### config.mk
export PLATFORM = sky130hd
export DESIGN_NAME = bit_write_arbiter
export DESIGN_NICKNAME = d
export VERILOG_FILES = /design/src/rtl/bit_write_arbiter.sv
export SDC_FILE = /design/constraint.sdc
export NUM_CORES = 1
export LEC_CHECK = 0
export CAP_MARGIN = 15
export CORE_ASPECT_RATIO = 0.8
export CORE_MARGIN = 2
export CORE_UTILIZATION = 50
export CTS_CLUSTER_DIAMETER = 30
export DETAILED_ROUTE_END_ITERATION = 6
export HOLD_SLACK_MARGIN = 0.03
export PLACE_DENSITY = 0.79
export SYNTH_ARGS = -nofsm -noshare
export SYNTH_HDL_FRONTEND = slang
export SYNTH_SLANG_ARGS = --single-unit
### constraint.sdc
create_clock -name clk -period 3.91 [get_ports clk]
set_input_delay 0.391 -clock clk [delete_from_list [all_inputs] [get_ports clk]]
set_output_delay 0.391 -clock clk [all_outputs]
set_load 0.01 [all_outputs]
### src/rtl/bit_write_arbiter.sv
// Round-robin arbiter that serialises single-bit writes into a shared register.
// A clear command runs a one-bit-per-cycle sweep that zeroes the whole register.
module bit_write_arbiter #(
  parameter int WIDTH = 8,
  parameter int NREQ  = 3,
  parameter int IDX_W = $clog2(WIDTH)
) (
  input  logic                  clk,
  input  logic                  rst,
  input  logic [NREQ-1:0]       req,
  input  logic [NREQ*IDX_W-1:0] idx,
  input  logic [NREQ-1:0]       val,
  input  logic                  clr,
  output logic [NREQ-1:0]       gnt,
  output logic [WIDTH-1:0]      q,
  output logic                  busy
);

  localparam int PTR_W = $clog2(NREQ);
  localparam int CNT_W = (WIDTH > 1) ? $clog2(WIDTH) : 1;

  typedef enum logic {IDLE, SWEEP} state_t;

  state_t           state_reg, state_next;
  logic [WIDTH-1:0] q_reg, q_next;
  logic [NREQ-1:0]  gnt_reg, gnt_next;
  logic [PTR_W-1:0] rr_ptr_reg, rr_ptr_next;
  logic [CNT_W-1:0] sweep_cnt_reg, sweep_cnt_next;

  logic [IDX_W-1:0] req_idx [NREQ];
  logic [NREQ-1:0]  eligible;
  logic             found;
  logic [PTR_W-1:0] win;

  genvar gi;
  generate
    for (gi = 0; gi < NREQ; gi++) begin : g_idx
      assign req_idx[gi] = idx[gi*IDX_W +: IDX_W];
    end
  endgenerate

  // Masking the requester granted last cycle stops a held request re-writing.
  assign eligible = req & ~gnt_reg;

  always_comb begin
    int k;
    found = 1'b0;
    win   = '0;
    k     = 0;
    for (int o = 0; o < NREQ; o++) begin
      k = int'(rr_ptr_reg) + o;
      if (k >= NREQ) k = k - NREQ;
      if (!found && eligible[PTR_W'(k)]) begin
        found = 1'b1;
        win   = PTR_W'(k);
      end
    end
  end

  always_comb begin
    state_next     = state_reg;
    q_next         = q_reg;
    gnt_next       = '0;
    rr_ptr_next    = rr_ptr_reg;
    sweep_cnt_next = sweep_cnt_reg;
    case (state_reg)
      IDLE: begin
        if (clr) begin
          state_next     = SWEEP;
          sweep_cnt_next = '0;
        end else if (found) begin
          gnt_next[win] = 1'b1;
          // Out-of-range indices still consume a grant but leave q untouched.
          if (int'(req_idx[win]) < WIDTH)
            q_next[req_idx[win]] = val[win];
          rr_ptr_next = (int'(win) == NREQ - 1) ? '0 : win + 1'b1;
        end
      end
      SWEEP: begin
        q_next[sweep_cnt_reg] = 1'b0;
        if (sweep_cnt_reg == CNT_W'(WIDTH - 1)) begin
          state_next     = IDLE;
          sweep_cnt_next = '0;
        end else begin
          sweep_cnt_next = sweep_cnt_reg + 1'b1;
        end
      end
      default: state_next = IDLE;
    endcase
  end

  always_ff @(posedge clk or posedge rst) begin
    if (rst) begin
      state_reg     <= IDLE;
      q_reg         <= '0;
      gnt_reg       <= '0;
      rr_ptr_reg    <= '0;
      sweep_cnt_reg <= '0;
    end else begin
      state_reg     <= state_next;
      q_reg         <= q_next;
      gnt_reg       <= gnt_next;
      rr_ptr_reg    <= rr_ptr_next;
      sweep_cnt_reg <= sweep_cnt_next;
    end
  end

  assign gnt  = gnt_reg;
  assign q    = q_reg;
  assign busy = (state_reg == SWEEP);

endmodule

After elaboration in Yosys (flattened, before gate mapping)
Cells that the tools add are included.
- register bits after elaboration: 17
- input bits: 18
- output and inout bits: 12
- logic and storage cells: 89
- $add $sub $neg: 7
- magnitude comparators: 13
- eq/ne operators: 5
- multiplexer cells: 43
- bitwise operators: 7
- reductions and logical operators: 9
- operators by type and width (operator ; count):
    2-to-1 mux 3 bit ; 7
    2-to-1 mux 8 bit ; 2
    one-hot mux 8 bit (2 select lines) ; 1
    2-to-1 mux 1 bit ; 15
    2-to-1 mux 2 bit ; 7
    < comparator 2 x 4 -> 1 bit, second input constant ; 3
    bitwise AND 8 bit ; 1
    binary-select mux 1 bit (select 2 bit) ; 4
    bitwise mux 8 bit ; 1
    < comparator 3 x 4 -> 1 bit, second input constant ; 2
    NOT 8 bit ; 1
    binary-select mux 3 bit (select 2 bit) ; 1
    demux 1 bit (select 3 bit) ; 2
    greater-or-equal comparator 3 x 1 -> 1 bit, second input constant ; 2
    greater-or-equal comparator 3 x 2 -> 1 bit, second input constant ; 2
    != test 2 bit, second input constant ; 3
    one-hot mux 3 bit (2 select lines) ; 1
    subtractor 2 bit, second input constant ; 3
    logical AND 1 bit ; 5
    adder 2 x 1 -> 3 bit, second input constant ; 1
    adder 2 x 2 -> 3 bit, second input constant ; 1
    adder 3 x 1 -> 3 bit, second input constant ; 1
    bitwise AND 3 bit ; 1
    equality test 3 bit, second input constant ; 1
    other kinds (14) ; 16

Longest topological paths before layout
- word-level depth: 24
- gate-level depth with buffers: 13
- depth with buffers taken out: 10

Worst setup path before layout
No wires, ideal clock.
- kind: flip-flop to flip-flop
- start: register rr_ptr_reg[0]
- end: register q_reg[5], in the netlist q[5]
- library setup time: 0.079 ns
- arrival time: 2.824 ns
- required time: 3.831 ns
- path slack: 1.007 ns
- cell stages (with the launch flop): 14
- path buffers: 3
- clock period less this slack: 2.903 ns
- path through: dfrtp_1 inv_1 ha_1 buf_4 nor4bb_1 or4_4 or3b_1 buf_2 and2_4 buf_6 a31oi_4 nand2_2 a2111oi_4 mux2i_1
- longest elaborated chain between the ends: 24
- elaborated cells between the ends (all ways): 47
- those cells by class: add/sub: 5; order compare: 5; eq/ne: 1; mux: 29; bitwise: 1; reduce/logical: 6
- RTL lines (item ; line ; RTL):
    start, declared ; 27 ; logic [PTR_W-1:0] rr_ptr_reg, rr_ptr_next;
    start signal, assigned ; 103 ; rr_ptr_reg <= rr_ptr_next;
    parallel branches: the longest is 24 deep, another holds adder 2 x 1 -> 3 bit ; n/a ;
    end signal, assigned ; 101 ; q_reg <= q_next;
    end, declared ; 25 ; logic [WIDTH-1:0] q_reg, q_next;
Parallel ways; which one is timed is not known. The select of a mux whose other input is x is not followed.
A chain may end at the register's enable or synchronous reset.

Worst setup path after layout
- start: register rr_ptr_reg[0]
- end: register q_reg[6], in the netlist q[6]
Same word-level chain as after synthesis.

==> flow_summary.toml <==
[clocking]
htreeDepth = 1
cts_buffers = 3
insertion_delay_ps = 290
clock-sinks = 17
cts_resized = 0
clkTransAtPathRegs_ps = 100
cts_tree = "done"
clock_path_buffers = 2
root_buffer = "clkbuf_4"
ctsHoldBuffers = 0
post_cts_buffers = 0

[power_and_ir_drop]
clkPwrFrac = 0.081
p_int_uw = 607
power.total_uw = 1150
p_sw_uw = 548
peakVddDrop_v = 0.000402
powerDensity_mw_per_mm2 = 678
power_frac_seq = 0.278
pwr-share-comb = 0.641
p_sw_frac = 0.474
p_leak_uw = 0.000682

[synth]
ys_types = 49
ys_ff_latch = 17
synth_edf_count = 0
synth_commonest_cells = "dfrtp_1 (17), nor2_1 (10), o21ai_0 (10)"
synth_top_cell_by_area = "dfrtp_1"
syn_avg_cell_area_um2 = 9.21
synth_ff_type = "dfrtp_1"
ys_warn_count = 0
ys_seq_area_frac = 0.308
synthesis.instances = 150
synth_top_area_share = 0.308
synth_most_common_cell = "dfrtp_1"
async_flop_share = 1.00
syn_area_mm2 = 0.00138
syn_nets = 173
synth_area_leaders = "dfrtp_1 (31%), mux2i_1 (6.5%), ha_1 (4.5%)"

[final_layout]
num_antenna_cells = 0
syn_to_final_growth_pct = 23.3
layoutNonFillerInstCount = 214
final_nets = 200
largest_reg_flops = 8
drive_gt1_frac = 0.114

[timing]
fin_setup_tns_ps = 0
period_share = 0.822
period_needed_ps = 3210
hold_viol_final = 0
rsz0062_at_grt = "no"
slew_headroom = 0.581
skew_ps = 12.3
drv_slew = 0
whs_ps = 471
clock.fmax_ghz = 0.311
setup_viol = 0
worst_slew_pin_slew_ps = 629

[global_routing]
grt_usage = 0.239
first_global_vias = 1258
grt_pass1_wl_um = 5980
antenna_found_initial = 0
grt_start_max_net_pins = 18
grt-ovfl-total = 0

[floorplanning]
die_height_um = 51.0
fp.coreArea_mm2 = 0.00270
fp.dieW_um = 62.8
ioPinCount = 30
rows = 17
start_util = 0.511
dieArea_mm2 = 0.00320

[critical_path]
crit_arrival_ps = 3380
endpoint_kind = "register"
path_max_fanout = 12
start_kind = "register"
critPathRequiredTime_ps = 4080
crit_type = "reg -> reg"

[drt]
drtIter0Drc = 126
wl_per_cell_um = 16.1
drt-total-wl_um = 3450
drc_errors = 0
dr.pass1.iters = 4
vias = 1271
viasPerCell = 5.94
ant_nets = 0

[place]
placed_cells_incl_taps = 210
hpwl_um = 2700
place_congestion = 0.879
portBuffers = 29

[hold_path]
hp-class = "in -> async"

[job]
drv_cap = 0

[status]
outcome = "completed"
==> worst max-delay path, stage by stage, from the launching register on <==
cell and delay [ps]:
dfrtp_1 380, inv_1 80, ha_1 320, or4b_2 720
nand2_1 160, or3b_1 230, a31oi_1 100, o21ai_0 470
nand2b_1 180, nor4b_1 370, a211oi_2 80
==> logic make-up after synthesis <==
family | share of synthesized area
and+or+nand+nor | 0.286
buffers and inverters | 0.0525
muxes | 0.0815
adders and majority gates | 0.0453
DFF | 0.308
AOI/OAI and AO/OA | 0.226
==> per-stage QoR <==
stage / worst slack (ps) / util / instance area, um^2
6_report: 698 / 0.630 / 1700
2_1_floorplan: 1010 / - / 1380
4_1_cts: 721 / 0.630 / 1700
3_5_place_dp: 684 / 0.621 / 1680
5_1_grt: 499 / 0.630 / 1700
3_3_place_gp: 738 / 0.621 / 1680
==> final timing paths <==
check                                     end     startpoint  slack (ps)  cells past startpoint
worst min-delay path                     q[3]            rst         470                      2
worst min register to register           q[0]           q[0]         550                      2
max in group asynchronous       rr_ptr_reg[1]            rst        3030                      2
worst max-delay path                     q[6]  rr_ptr_reg[0]         700                     10
min in group clk                         q[0]           q[0]         550                      2
worst max register to register           q[6]  rr_ptr_reg[0]         700                     10
==> layout make-up <==
type / instances / area (um^2)
multi-input combinational: 119 / 883
fill: 251 / 998
clock buffer: 4 / 26.3
inverter: 6 / 22.5
tap: 38 / 47.5
sequential: 17 / 425
timing repair buffer: 30 / 298
==> cell usage in the layout (no fill, tap or decap), types with 2 or more instances in the layout <==
cell / Yosys / routed
a211oi_1: 2 / 2
a21o_1: 2 / 2
a21oi_1: 7 / 7
a31oi_1: 5 / 5
clkbuf_4: 0 / 3
clkdlybuf4s50_1: 0 / 29
dfrtp_1: 17 / 17
ha_1: 5 / 5
inv_1: 6 / 6
mux2_2: 2 / 2
mux2i_1: 9 / 9
nand2_1: 9 / 9
nand2_2: 2 / 2
nand2b_1: 8 / 8
nand3_1: 4 / 4
nand3b_1: 3 / 3
nand4b_1: 2 / 2
nor2_1: 10 / 10
nor2b_1: 2 / 2
nor3_1: 4 / 4
nor4b_1: 3 / 3
nor4bb_1: 3 / 3
o21ai_0: 10 / 10
o31ai_1: 4 / 4
or2_2: 2 / 2
==> power by group through the flow <==
stage               Clock (uW)  Sequential (uW)  Combinational [uW]
floorplan                    0              311                 552
global placement             0              318                 709
detailed placement           0              323                 733
CTS                       94.0              321                 738
global route               104              333                 818
finish                    94.0              321                 740
==> per-layer routing <==
metal | vias up | track usage | wire (um)
met5 | - | 0 | 0
met4 | 0 | 0.0815 | 31
met3 | 4 | 0.0374 | 172
met2 | 38 | 0.375 | 1590
met1 | 608 | 0.339 | 1670
li1 | 621 | - | -
Note: power is estimated with default switching activity, not from simulation.
